`src/rtl/mem_pkg.sv`:
```
// Shared store-path encodings: access sizes, fault codes, aligner states.
// The alignment rule lives here so every user sees the same definition.
package mem_pkg;

   localparam logic [1:0] SZ_BYTE  = 2'b00;
   localparam logic [1:0] SZ_HALF  = 2'b01;
   localparam logic [1:0] SZ_WORD  = 2'b10;
   localparam logic [1:0] SZ_DWORD = 2'b11;

   localparam logic [1:0] FLT_NONE     = 2'b00;
   localparam logic [1:0] FLT_MISALIGN = 2'b01;
   localparam logic [1:0] FLT_TIMEOUT  = 2'b10;

   typedef enum logic [2:0] {
      ST_IDLE,
      ST_BEAT0,
      ST_BEAT1,
      ST_DONE,
      ST_FAULT
   } st_state_e;

   function automatic logic misaligned(
      input logic [1:0] size,
      input logic [2:0] a
   );
      logic bad;
      case (size)
         SZ_HALF:  bad = a[0];
         SZ_WORD:  bad = |a[1:0];
         SZ_DWORD: bad = |a;
         default:  bad = 1'b0;
      endcase
      return bad;
   endfunction

endpackage

```
`src/rtl/store_lane_pack.sv`:
```
// Replicates store data across byte lanes and forms byte enables
// for one 32-bit memory beat.
module store_lane_pack
   import mem_pkg::*;
(
   input  logic [1:0]  size,
   input  logic [1:0]  lane,
   input  logic [31:0] data,
   output logic [31:0] wdata,
   output logic [3:0]  be
);

   always_comb begin
      wdata = data;
      be    = 4'b1111;
      case (size)
         SZ_BYTE: begin
            wdata = {4{data[7:0]}};
            be    = 4'b0001 << lane;
         end
         SZ_HALF: begin
            wdata = {2{data[15:0]}};
            be    = lane[1] ? 4'b1100 : 4'b0011;
         end
         default: begin
            wdata = data;
            be    = 4'b1111;
         end
      endcase
   end

endmodule

```
`src/rtl/store_data_aligner.sv`:
```
// Store path from EX/MEM to the data-memory port: alignment check,
// lane packing, double-word split into two beats, ack timeout.
module store_data_aligner
   import mem_pkg::*;
#(
   parameter int ACK_TIMEOUT = 16
) (
   input  logic        clk,
   input  logic        rst_n,
   input  logic        st_valid,
   output logic        st_ready,
   input  logic [31:0] st_addr,
   input  logic [63:0] st_data,
   input  logic [1:0]  st_size,
   output logic        st_done,
   output logic        st_fault,
   output logic [1:0]  st_fault_code,
   output logic        mem_req,
   input  logic        mem_ack,
   output logic [31:0] mem_addr,
   output logic [31:0] mem_wdata,
   output logic [3:0]  mem_be
);

   localparam int CW = (ACK_TIMEOUT < 2) ? 1 : $clog2(ACK_TIMEOUT + 1);
   localparam logic [CW-1:0] LIM = CW'(ACK_TIMEOUT - 1);

   st_state_e   state;
   logic [1:0]  size_q;
   logic [31:0] hi_q;
   logic [CW-1:0] cnt;
   logic        expire;

   logic [1:0]  pk_size;
   logic [31:0] pk_data;
   logic [31:0] pk_wdata;
   logic [3:0]  pk_be;

   // Beat 0 packs the incoming request; beat 1 is always the upper word.
   assign pk_size = (state == ST_IDLE) ? st_size : SZ_WORD;
   assign pk_data = (state == ST_IDLE) ? st_data[31:0] : hi_q;
   assign expire  = (ACK_TIMEOUT != 0) && (cnt == LIM);

   store_lane_pack u_pack (
      .size  (pk_size),
      .lane  (st_addr[1:0]),
      .data  (pk_data),
      .wdata (pk_wdata),
      .be    (pk_be)
   );

   always_ff @(posedge clk or negedge rst_n) begin
      if (!rst_n) begin
         state         <= ST_IDLE;
         st_ready      <= 1'b1;
         st_done       <= 1'b0;
         st_fault      <= 1'b0;
         st_fault_code <= FLT_NONE;
         mem_req       <= 1'b0;
         mem_addr      <= '0;
         mem_wdata     <= '0;
         mem_be        <= '0;
         size_q        <= SZ_BYTE;
         hi_q          <= '0;
         cnt           <= '0;
      end else begin
         st_done  <= 1'b0;
         st_fault <= 1'b0;
         case (state)
            ST_IDLE: begin
               if (st_valid) begin
                  st_ready <= 1'b0;
                  size_q   <= st_size;
                  hi_q     <= st_data[63:32];
                  cnt      <= '0;
                  if (misaligned(st_size, st_addr[2:0])) begin
                     state         <= ST_FAULT;
                     st_fault      <= 1'b1;
                     st_fault_code <= FLT_MISALIGN;
                  end else begin
                     state     <= ST_BEAT0;
                     mem_req   <= 1'b1;
                     mem_addr  <= {st_addr[31:2], 2'b00};
                     mem_wdata <= pk_wdata;
                     mem_be    <= pk_be;
                  end
               end
            end
            ST_BEAT0, ST_BEAT1: begin
               // An ack on the final allowed cycle still completes the beat.
               if (mem_ack) begin
                  cnt <= '0;
                  if (state == ST_BEAT0 && size_q == SZ_DWORD) begin
                     state     <= ST_BEAT1;
                     mem_addr  <= mem_addr + 32'd4;
                     mem_wdata <= pk_wdata;
                     mem_be    <= pk_be;
                  end else begin
                     state   <= ST_DONE;
                     mem_req <= 1'b0;
                     st_done <= 1'b1;
                  end
               end else if (expire) begin
                  state         <= ST_FAULT;
                  mem_req       <= 1'b0;
                  st_fault      <= 1'b1;
                  st_fault_code <= FLT_TIMEOUT;
               end else begin
                  cnt <= cnt + 1'b1;
               end
            end
            ST_DONE, ST_FAULT: begin
               state    <= ST_IDLE;
               st_ready <= 1'b1;
            end
            default: begin
               state    <= ST_IDLE;
               st_ready <= 1'b1;
               mem_req  <= 1'b0;
            end
         endcase
      end
   end

endmodule

```
`config.mk`:
```
export PLATFORM = sky130hd
export DESIGN_NAME = store_data_aligner
export DESIGN_NICKNAME = d
export VERILOG_FILES = /design/src/rtl/mem_pkg.sv /design/src/rtl/store_lane_pack.sv /design/src/rtl/store_data_aligner.sv
export SDC_FILE = /design/constraint.sdc
export NUM_CORES = 1
export LEC_CHECK = 0
export BUFFER_PORTS_ARGS = -buffer_cell sky130_fd_sc_hd__clkbuf_2
export CAP_MARGIN = 10
export CORE_ASPECT_RATIO = 1.25
export CORE_UTILIZATION = 55
export CTS_BUF_LIST = sky130_fd_sc_hd__clkbuf_16
export DETAILED_ROUTE_END_ITERATION = 16
export GPL_TIMING_DRIVEN = 0
export HOLD_SLACK_MARGIN = 0.12
export PLACE_DENSITY_LB_ADDON = 0.15
export SLEW_MARGIN = 20
export SYNTH_ARGS = -nofsm -noshare
export SYNTH_HDL_FRONTEND = slang
export SYNTH_SLANG_ARGS = --single-unit
```
`constraint.sdc`:
```
create_clock -name clk -period 3 [get_ports clk]
set_input_delay 0.3 -clock clk [delete_from_list [all_inputs] [get_ports clk]]
set_output_delay 0.3 -clock clk [all_outputs]
set_load 0.02 [all_outputs]
```
Yosys cells after proc, flatten, opt, wreduce, memory -nomap -nowiden
Cells that the tools add are included.
Cells by class
  add/subtract/negate cells: 2
  multiplexer cells: 54
  eq/ne operators: 20
  reduce and logical (&&, ||, !) cells: 15
  bitwise logic cells: 2
  shift-type cells: 1
Operators by type and width (count)
  $mux W32: 9
  $pmux W32 S2: 3
  $add A32 B3 Y32 const B: 1
  $mux W4: 5
  $mux W1: 16
  $pmux W4 S2: 2
  $mux W5: 3
  $reduce_and A5 Y1: 3
  $mux W3: 4
  $ne A2 B2 Y1 const B: 6
  $mux W2: 5
  $pmux W5 S2: 1
  $ne A3 B3 Y1 const B: 3
  $eq A2 B2 Y1 const B: 3
  $eq A3 B2 Y1 const B: 2
  $pmux W1 S3: 2
  $pmux W3 S2: 1
  $reduce_and A2 Y1: 3
  $reduce_or A2 Y1: 3
  $add A5 B1 Y5 const B: 1
  $eq A5 B4 Y1 const B: 1
  $eq A2 B1 Y1 const B: 2
  $pmux W1 S2: 2
  $pmux W2 S2: 1
  other kinds (11): 12
Storage, ports and cells
  input bits: 102
  output and inout port bits: 74
  logic and storage cells: 106
  bits in registers: 116

Logic depth before layout (Yosys ltp)
Gate-level depths: netlist (run 1).
  depth after elaboration: 7
  depth in mapped cells: 8
  mapped depth without buffers: 8

Hierarchy
Synthesis (run 1) repeated with hierarchy kept, for this count alone.
Second synthesis, totals
  cell total of the unflattened synthesis: 630
  area, all modules: 6203.4 µm²
By module, submodules not included
  store_data_aligner: area each 5671.7 µm², cells each 570, instances 1, sequential area each 2854.0 µm²
  store_lane_pack: area each 531.8 µm², cells each 60, instances 1, sequential area each 0.0 µm²

Least setup slack after synthesis (run 1)
No wires, ideal clock.
  path type: reg2reg
  start: register mem_addr[2]
  end: register mem_addr[26]
  required time: 2.920 ns
  setup slack: 1.024 ns
  clock period less this slack: 1.976 ns
  setup time: 0.080 ns
  arrival time: 1.896 ns
  path buffers: 0
  stages on the path, launching flop included: 7
  path through: dfrtp_1 -> ha_1 -> nand3_1 -> nor4_4 -> nand4_1 -> a21oi_2 -> a2bb2oi_1
Between the ends
  word-level cells in the longest chain between the ends: 4
RTL lines
  start, declared: line store_data_aligner.sv:20  | output logic [31:0] mem_addr,
  start signal, assigned: line store_data_aligner.sv:83  | mem_addr <= {st_addr[31:2], 2'b00};
  start signal, assigned: line store_data_aligner.sv:95  | mem_addr <= mem_addr + 32'd4;
  $add A32 B3 Y32: line store_data_aligner.sv:95
  $mux W32: line store_data_aligner.sv:93  | if (state == ST_BEAT0 && size_q == SZ_DWORD) begin
  $mux W32: line store_data_aligner.sv:91  | if (mem_ack) begin
  $pmux W32 S2: line store_data_aligner.sv:69  | case (state)
No other way between the ends. The select of a mux whose other input is x is not followed.
A chain may end at the register's enable or synchronous reset.

Worst setup path after layout (run 1)
  start: register state[1]
  end: register mem_wdata[25]
Between the ends
  word-level cells in the longest chain between the ends: 7
  elaborated cells on any way between the ends: 21
  those cells by class: eq/ne: 7; mux: 8; reduce/logical: 6
RTL lines
  start, declared: line store_data_aligner.sv:28  | st_state_e state;
  start signal, assigned: line store_data_aligner.sv:54  | state <= ST_IDLE;
  start signal, assigned: line store_data_aligner.sv:77  | state <= ST_FAULT;
  start signal, assigned: line store_data_aligner.sv:81  | state <= ST_BEAT0;
  $logic_not A3 Y1: line store_data_aligner.sv:40, store_data_aligner.sv:41, store_data_aligner.sv:69
  $mux W2: line store_data_aligner.sv:40  | assign pk_size = (state == ST_IDLE) ? st_size : SZ_WORD;
  $eq A2 B1 Y1 / $logic_not A2 Y1 (equally long branches): line store_lane_pack.sv:16  | case (size)
  $pmux W32 S2: line store_lane_pack.sv:16
  $mux W32, on equally long branches: line store_data_aligner.sv:93, store_data_aligner.sv:76
  $mux W32, on equally long branches: line store_data_aligner.sv:91, store_data_aligner.sv:71
  $pmux W32 S2: line store_data_aligner.sv:69
  end signal, assigned: line store_data_aligner.sv:84  | mem_wdata <= pk_wdata;
  end signal, assigned: line store_data_aligner.sv:96  | mem_wdata <= pk_wdata;
  end, declared: line store_data_aligner.sv:21  | output logic [31:0] mem_wdata,
Several ways; a longest one is shown, not always the timed one. The select of a mux whose other input is x is not followed.

==> metrics.txt, run 1 <==
compound-cell area share of the yosys netlist 21.0%; Layout Cells excl Fill 993; Critical Path RT 3.28 ns; crit path launch state[1]; fin. max-slew vios 0; xor/xnor cell area share of the yosys netlist 0.148%; Yosys cell types 57; hpwl dp 13200 um; Area Overhead vs Synth 31.5%; Tcrit/Tclk final 80.2%; Final min period 2.41 ns; clock latency on the worst-skew pair 0.41 ns; Highest Clock Rate 416 MHz; largest family of logic cells by synthesized area compound AO/OA/AOI/OAI gates; largest cells by area after synthesis dfrtp_1, nand2_1, mux2_2, o21ai_0, a21oi_1; post-cts sizing count 0; CP endpoint kind register; flops & latches, synth 114; critical path's slowest cell nor3_4; CP max FO 10; final WL 18500 um; Inst Count DP 943; Worst Min Path Start st_data[61]; commonest non-fill, non-tap cell in the layout clkbuf_2; post-synthesis sequential area ratio 48.1%; drt via density 5.95; HP Class in -> reg; synthesized area 0.00593 mm2; PortBufs 173; placed cell area 0.00700 mm2; Crit Reg-Reg Startpoint state[1]; postcts setup bufs 0; Top FF cell, synth dfrtp_1; most frequent cells in the layout clkbuf_2, dfrtp_1, nand2_1; Initial DRT Pass Iterations 5; largest net degree at the start of global routing 64; Max Buffers Root-to-Sink 2; CTS Buf Count 17; worst slew pin tran 0.745 ns; Syn Area/Cell 9.32 um2; TritonCTS clock tree yes; RSZ-0062 raised after global routing no; die height 118 um; number of global-route vias before repair 5862; Power Dens Cells 1190 mW/mm2; mux cell area share after synthesis 9.52%; Total Nets Final 955; Critical Path AT 2.69 ns; total chip power 9.24 mW; total gr overflow 0; Pleak 3.64 nW; final instance area 0.00779 mm2; Fin Hold WS 0.127 ns; number of synthesized flops with an enable pin 0; GRT Total Usage 34.7%; max cap viols 0; critical path launch point type register; # fillers 783; status completed; diode count 0; Post-Route Skew 0.00685 ns; global placement routability congestion 0.932; post-synth top area share 47.7%; initial antenna violation count 0; wire per inst 18.7 um; final setup fails 0; CP most frequent cell buf_2; slew margin rel. 49.9%; cells along the critical path buf_2 -> nor3_4 -> o21ai_2 -> a22oi_2 -> buf_2 -> buf_2 -> a31oi_1; Die ar. 0.0112 mm2; CTS root buf clkbuf_16; Gate Count Post-Synth 636; final hold violations 0; global-route wire length before repair 29100 um; Core Box Area 0.0106 mm2; ys async rst share 100%; Synthesis Warnings 0; H-tree levels 4; DRT iter0 DRCs 374; area leader, netlist dfrtp_1; CTS clk-pin slew, worst paths 0.05 ns; initial core utilization 56.1%; Sink Count 114; Ports 176; via count 5906; post-synthesis simple-gate area fraction 16.0%; die width 94.9 um; layout cells sized above 1 32.3%; CP Class reg -> reg; adder-cell area share of the yosys netlist 0.633%; Antenna Violating Nets Remaining 0; CP max stage delay 0.43 ns; Remaining DRCs 0; num rows 42; maximum vdd drop 0.000592 V
==> kinds of logic (layout without fill, tap and decap cells) <==
kind of cell / count (synthesis) / count (layout)
adders and majority gates: 3 / 3
DFF: 114 / 114
AOI/OAI and AO/OA: 197 / 197
and+or+nand+nor: 213 / 213
buffers and inverters: 55 / 279
muxes: 52 / 52
xor gates and xnor gates: 1 / 1
other: 1 / 2
==> layout make-up <==
| class | instances | area (um2) | area share [%] |
|---|---|---|---|
| Sequential cell | 114 | 2850 | 36.6 |
| Multi-Input combinational cell | 468 | 2810 | 36.0 |
| Timing Repair Buffer | 194 | 1100 | 14.1 |
| Clock buffer | 17 | 425 | 5.46 |
| Buffer | 44 | 228 | 2.92 |
| Clock inverter | 13 | 170 | 2.18 |
| Tap cell | 132 | 165 | 2.12 |
| Inverter | 11 | 41.3 | 0.530 |
==> routing by layer <==
layer / routed length, um / up-vias / track usage, % / part of all wire [%]
li1: - / 2717 / - / -
met5: 0 / - / 0 / 0
met4: 635 / 0 / 15.5 / 3.4
met3: 1500 / 52 / 9.17 / 8.1
met2: 9540 / 298 / 59.4 / 51
met1: 6880 / 2839 / 39.8 / 37
==> registers in the layout, indices dropped and copies added (netlist names) <==
signal / count
hi_q: 32
mem_wdata: 32
mem_addr: 30
cnt: 5
mem_be: 4
state: 3
size_q: 2
st_fault_code: 2
mem_req: 1
st_done: 1
st_fault: 1
st_ready: 1
==> per-stage QoR <==
step / setup WS, ns / util, % / setup TNS (ns)
2_1_floorplan: 1.02 / - / 0
3_3_place_gp: -0.0457 / 65.9 / -4.21
3_5_place_dp: 0.651 / 66.3 / 0
4_1_cts: 0.627 / 73.8 / 0
5_1_grt: 0.471 / 73.8 / 0
6_report: 0.594 / 73.8 / 0
==> synth_stat cells (2+ instances only) <==
cell type  number
ha_1            3
o31ai_1         4
buf_6           3
o2bb2ai_1       2
dfrtp_1       113
a31oi_1        20
nor4_1          2
buf_4           5
nand4_1         7
a2bb2oi_1      15
a21o_1          2
a21oi_1        48
o22a_1          5
nand2_1       107
nand2b_1        2
clkbuf_1       18
nor2_1         48
o21ai_1         3
a41oi_1         2
or3_1           2
and3_1          4
nand3_1        18
mux2i_1        17
nor2b_1         5
buf_2          17
o21ai_0        56
nor3_1         10
a22o_1          7
a21oi_2         9
inv_1          10
mux2_2         35
and4_1          2
o22ai_1        11
==> final timing paths <==
check	end	slack [ns]	cells after the start
max in group asynchronous	mem_addr[15]	1.94	3
min in group asynchronous	cnt[1]	0.40	2
hold / removal	hi_q[29]	0.13	2
setup / recovery	mem_wdata[25]	0.59	7
setup reg to reg	mem_wdata[25]	0.59	7
hold reg to reg	mem_wdata[13]	0.48	2
==> what timing repair did <==
| item | in CTS | in global routing |
|---|---|---|
| hold endpoints to repair | 69 | 0 |
| endpoints found under the setup margin | 0 | 0 |
| hold buffers | 20 | 0 |
==> report_power, final <==
group / switching, mW / leakage, nW / internal (mW) / total, mW
Combinational: 2.72 / 2.00 / 1.59 / 4.30
Clock: 0.709 / 0.291 / 1.36 / 2.07
Sequential: 0.588 / 1.35 / 2.28 / 2.87
Total: 4.01 / 3.64 / 5.23 / 9.24
==> worst max-delay path: cells and delay by family, from the launching register on <==
kind	cells	cell delay, ns
flops	1	0.39
compound gates	3	0.63
simple gates	1	0.43
buf+inv	3	0.82
Note: power is estimated with default switching activity, not from simulation.
==> inputs of run 2 (changes only) <==
ABC_AREA = 1   (was unset)
CORE_UTILIZATION = 53   (was 55)
clock period = 2.55 ns   (was 3 ns; I/O delays follow)
==> metrics.txt, run 2 <==
Remaining DRCs 0 (unchanged); hold path cells 5 (+3); critical path's slowest cell dfrtp_1; commonest non-fill, non-tap cell in the layout nand2_1; Pleak 4.71 nW (+29%); layout cells sized above 1 21.1% (-11 points); slew margin rel. 61.6% (+12 points); post-synth top area share 43.2% (-4.5 points); critical path launch point type register; number of synthesized flops with an enable pin 0 (unchanged); fin. max-slew vios 0 (unchanged); Die ar. 0.0128 mm2 (+14%); NetSw 5.45 mW (+36%); status completed; CP Class reg -> reg; die height 126 um (+6.9%); PortBufs 172 (-0.58%); die width 101 um (+6.8%); Total Nets Final 1319 (+38%); initial core utilization 54.0% (-2.1 points); CTS Buf Count 17 (unchanged); post-cts sizing count 0 (unchanged); wire per inst 14.9 um (-20%); Yosys cell types 30 (-47%); Critical Path AT 2.33 ns (-0.36 ns); Inst Count DP 1326 (+41%); largest net degree at the start of global routing 70 (+9.4%); number of global-route vias before repair 6886 (+17%); area leader, netlist dfrtp_1; Reg power frac 29.6% (-1.4 points); Antenna Violating Nets Remaining 0 (unchanged); Pint 6.07 mW (+16%); Highest Clock Rate 503 MHz (+21%); most frequent cells in the layout nand2_1, clkbuf_2, dfrtp_1; DRT iter0 DRCs 385 (+2.9%); global-route wire length before repair 33500 um (+15%); final instance area 0.00857 mm2 (+9.9%); cell with the most instances after synthesis nand2_1; CP endpoint kind register; cells along the critical path nor2_4 -> nand2_4 -> inv_2 -> nand2_2 -> buf_2 -> buf_2 -> o22ai_1 -> nand2_1 -> nand2_1; Max Buffers Root-to-Sink 2 (unchanged); CTS root buf clkbuf_16; switch share 47.3% (+3.9 points); FF-to-FF path depth 9 (+2); clock latency on the worst-skew pair 0.41 ns (about the same); synthesized area 0.00654 mm2 (+10%); Synthesis Warnings 0 (unchanged); # fillers 1061 (+36%); Final Util 70.8% (-3.0 points); diode count 0 (unchanged); hpwl dp 15200 um (+15%); Post-Route Skew 0.00775 ns (+0.000894 ns); Ports 176 (unchanged); max cap viols 0 (unchanged); Core Box Area 0.0121 mm2 (+15%); via count 7133 (+21%); final hold violations 0 (unchanged); CP max FO 10 (unchanged); worst slew pin tran 0.577 ns (-0.168 ns); HP Class in -> reg; global placement routability congestion 0.936 (+0.33%); Tcrit/Tclk final 78.0% (-2.2 points); initial antenna violation count 0 (unchanged); Final min period 1.99 ns (-0.418 ns); Top FF cell, synth dfrtp_1; Clock power frac 20.7% (-1.7 points); GRT Total Usage 34.5% (-0.15 points); post-synthesis sequential area ratio 43.6% (-4.5 points); Layout Cells excl Fill 1391 (+40%); Sink Count 114 (unchanged); Syn Area/Cell 6.62 um2 (-29%); CP max stage delay 0.46 ns (+0.03 ns); largest cells by area after synthesis dfrtp_1, nand2_1, nor2_1, nand3_1, inv_1; Area Overhead vs Synth 31.0%; final worst slack 0.562 ns (-0.0322 ns); Power Dens Cells 1340 mW/mm2 (+13%); final setup fails 0 (unchanged); pre-CTS setup slack 0.619 ns (-0.0317 ns); flops & latches, synth 114 (unchanged); TritonCTS clock tree yes; list of most frequent post-synthesis cells nand2_1, dfrtp_1, nor2_1; Regs by FF count hi_q: 32 flops, mem_wdata: 32 flops, mem_addr: 30 flops; Initial DRT Pass Iterations 7 (+2); final WL 20700 um (+12%); Critical Path RT 2.90 ns (-0.38 ns); H-tree levels 4 (unchanged); CTS clk-pin slew, worst paths 0.06 ns (about the same); num rows 45 (+7.1%); Comb pwr share 49.7% (+3.2 points); drt via density 5.13 (-14%); RSZ-0062 raised after global routing no; total gr overflow 0 (unchanged); placed cell area 0.00765 mm2 (+9.2%); Gate Count Post-Synth 988 (+55%); maximum vdd drop 0.000599 V (+1.2%); ys async rst share 100% (unchanged)
==> run 2: power groups by stage <==
stage               Combinational [mW]  Sequential, mW  Clock (mW)
finish                            5.72            3.40        2.39
global route                      6.44            3.50        2.48
CTS                               5.72            3.39        2.40
detailed placement                5.63            3.41           0
global placement                  5.51            3.39           0
floorplan                         3.32            3.83           0
==> run 2: kinds of logic (layout without fill, tap and decap cells) <==
logic type / Yosys count / in the layout / synth area share, %
AOI/OAI and AO/OA: 71 / 71 / 5.72
xor gates and xnor gates: 3 / 3 / 0.402
adders and majority gates: 3 / 3 / 0.574
buffers and inverters: 110 / 348 / 7.48
DFF: 114 / 114 / 43.6
other: 1 / 2 / 0.0573
and+or+nand+nor: 686 / 686 / 42.1
==> run 2: cell type report <==
| type | count | area (um2) | share of cell area, % |
|---|---|---|---|
| Tap cell | 164 | 205 | 2.40 |
| Buffer | 39 | 223 | 2.60 |
| Clock buffer | 17 | 425 | 4.97 |
| Timing Repair Buffer | 206 | 1230 | 14.3 |
| Inverter | 71 | 267 | 3.11 |
| Clock inverter | 15 | 165 | 1.93 |
| Multi-Input combinational cell | 765 | 3200 | 37.4 |
| Sequential cell | 114 | 2850 | 33.3 |
==> run 2: final timing paths <==
kind / from / endpoint / slack [ns]
worst max-delay path: state[0] / mem_wdata[18] / 0.56
worst min-delay path: st_addr[7] / mem_addr[7] / 0.16
worst max register to register: state[0] / mem_wdata[18] / 0.56
worst min register to register: hi_q[10] / hi_q[10] / 0.47
max in group asynchronous: rst_n / mem_wdata[31] / 1.49
min in group asynchronous: rst_n / cnt[3] / 0.43
==> run 2: stage by stage <==
step	hold WS [ns]	power [mW]	TNS (ns)
floorplan	-0.0406	7.15	0
global placement	0.451	8.90	-54.49
detailed placement	0.308	9.04	0
CTS	0.142	11.5	0
global route	0.152	12.4	0
finish	0.160	11.5	0
==> run 2: worst max-delay path: cells and delay by family (launching register included) <==
kind	cells	cell delay, ns
buffers and inverters	3	0.53
flip-flops	1	0.46
AND/OR/NAND/NOR	5	0.56
AO/OA/AOI/OAI	1	0.38
==> run 2: layer usage <==
metal,vias to the layer above,track usage [%],part of all wire (%)
met4,0,22.3,5.8
met3,63,5.44,6.2
li1,3510,-,-
met5,-,0,0
met2,307,58.7,50
met1,3253,39.9,38
==> run 2: repair_timing <==
action	in CTS	in global routing
setup buffers	0	0
hold buffers	33	0
endpoints found under the hold margin	99	0
==> inputs of run 3 (changes only) <==
ABC_AREA = 0   (was 1)
CORE_UTILIZATION = 47   (was 53)
clock period = 1.6 ns   (was 2.55 ns; I/O delays follow)
==> metrics.txt, run 3 (same netlist as run 1, synthesis figures left out) <==
number of global-route vias before repair 6400 (-7.1%); Die ar. 0.0131 mm2 (+2.2%); commonest non-fill, non-tap cell in the layout clkbuf_2; CTS clk-pin slew, worst paths 0.06 ns (about the same); H-tree levels 4 (unchanged); slew margin rel. 58.9% (-2.7 points); Initial DRT Pass Iterations 4 (-3); status finished with violations; Antenna Violating Nets Remaining 0 (unchanged); # fillers 711 (-33%); Regs by FF count hi_q: 32 flops, mem_wdata: 32 flops, mem_addr: 30 flops; hpwl dp 13500 um (-11%); Tcrit/Tclk final 121% (+43 points); CP max stage delay 0.49 ns (+0.03 ns); Remaining DRCs 0 (unchanged); total chip power 21.6 mW (+88%); CP endpoint kind register; Max Buffers Root-to-Sink 2 (unchanged); fin. max-slew vios 0 (unchanged); HP Class in -> reg; Area Overhead vs Synth 67.3%; num rows 45 (unchanged); Sink Count 114 (unchanged); most frequent cells in the layout clkbuf_2, dfrtp_1, nand2_1; failing checks setup timing; Layout Cells excl Fill 1131 (-19%); max cap viols 0 (unchanged); global placement routability congestion 0.950 (+1.6%); critical path's slowest cell nor4b_2; GRT Total Usage 32.8% (-1.8 points); placed cell area 0.00730 mm2 (-4.6%); RSZ-0062 raised after global routing yes; critical path launch point type register; maximum vdd drop 0.00153 V (+160%); final WL 22600 um (+9.4%); via count 6612 (-7.3%); Power Dens Cells 2180 mW/mm2 (+62%); final setup fails 109 (+109); DRT iter0 DRCs 419 (+8.8%); Total Nets Final 1059 (-20%); clock latency on the worst-skew pair 0.41 ns (about the same); die height 128 um (+1.1%); largest net degree at the start of global routing 94 (+34%); final worst slack -0.338 ns (-0.900 ns); initial core utilization 48.5% (-5.5 points); Highest Clock Rate 516 MHz (+2.6%); drt via density 5.85 (+14%); cells along the critical path nand4_1 -> nor4b_2 -> nand2_1 -> o32ai_1 -> a311oi_1; setup TNS -22.13 ns (-22.13 ns); CTS root buf clkbuf_16; Final Util 81.2% (+10 points); r2r setup slk -0.34 ns (-0.90 ns); CP Class reg -> reg; Final min period 1.94 ns (-0.0502 ns); die width 102 um (+1.1%); Critical Path RT 1.87 ns (-1.03 ns); Critical Path AT 2.21 ns (-0.12 ns); CTS Buf Count 17 (unchanged); Fin Hold WS 0.122 ns (-0.0377 ns); CP max FO 9 (-1); final hold violations 0 (unchanged); final instance area 0.00992 mm2 (+16%); wire per inst 20.0 um (+35%); total gr overflow 0 (unchanged); TritonCTS clock tree yes; Inst Count DP 975 (-26%); worst slew pin tran 0.616 ns (+0.0399 ns); Core Box Area 0.0122 mm2 (+0.93%); Post-Route Skew 0.00707 ns (-0.000673 ns); global-route wire length before repair 32400 um (-3.4%); PortBufs 173 (+0.58%); Ports 176 (unchanged); pre-CTS setup slack -0.615 ns (-1.23 ns); diode count 0 (unchanged); Pleak 4.54 nW (-3.6%); layout cells sized above 1 47.6% (+26 points); initial antenna violation count 0 (unchanged)
run 3: changes by cell type in the layout (fill, tap and decap cells not counted), sizes merged, moves of 20 or more:
cell and delta:
nand2 -391, inv -61, nor2 -57, nand3 -51, buf +47, a21oi +42, mux2 +35, dlygate4sd3 +34
a31oi +20
run 3: what timing repair did:
action	4_1_cts	5_1_grt
resized for setup	108	108
buffers inserted	32	19
endpoints found under the setup margin	111	111
endpoints found under the hold margin	180	1
pin swaps	17	40
cloned	1	9
hold buffers	66	1
run 3: final timing paths:
kind | from | end | cells past startpoint
max | mem_addr[17] | mem_addr[29] | 5
min | st_addr[6] | mem_addr[6] | 4
max in group asynchronous | rst_n | mem_addr[3] | 3
min reg2reg | st_fault_code[0] | st_fault_code[0] | 1
min in group asynchronous | rst_n | mem_addr[19] | 2
max reg2reg | mem_addr[17] | mem_addr[29] | 5
run 3: layout make-up:
cell class / count / area [um2] / area share [%]
multi-input cells: 468 / 3470 / 35.0
clock buffers: 17 / 425 / 4.29
repair buffers: 301 / 2290 / 23.1
inverters: 11 / 42.5 / 0.429
clock inverters: 15 / 166 / 1.68
flip-flops and latches: 114 / 2870 / 29.0
well taps: 164 / 205 / 2.07
plain buffers: 41 / 448 / 4.52
run 3: worst max-delay path: cells and delay by family (launching register included):
family           cells  cell delay (ns)
AO/OA/AOI/OAI        2             0.43
AND/OR/NAND/NOR      3             0.90
flip-flops           1             0.48
run 3: routing by layer:
layer	share of wire, %	track usage, %	routed length (um)
met1	36	37.1	8160
met2	52	56.9	11700
met4	4.3	15.9	966
met5	0	0	0
met3	7.9	7.93	1780
run 3: where the power goes:
group | switching (mW) | total [mW] | internal (mW)
clock network | 1.42 | 3.85 | 2.43
logic | 6.49 | 12.1 | 5.65
registers | 1.31 | 5.62 | 4.31
total | 9.23 | 21.6 | 12.4
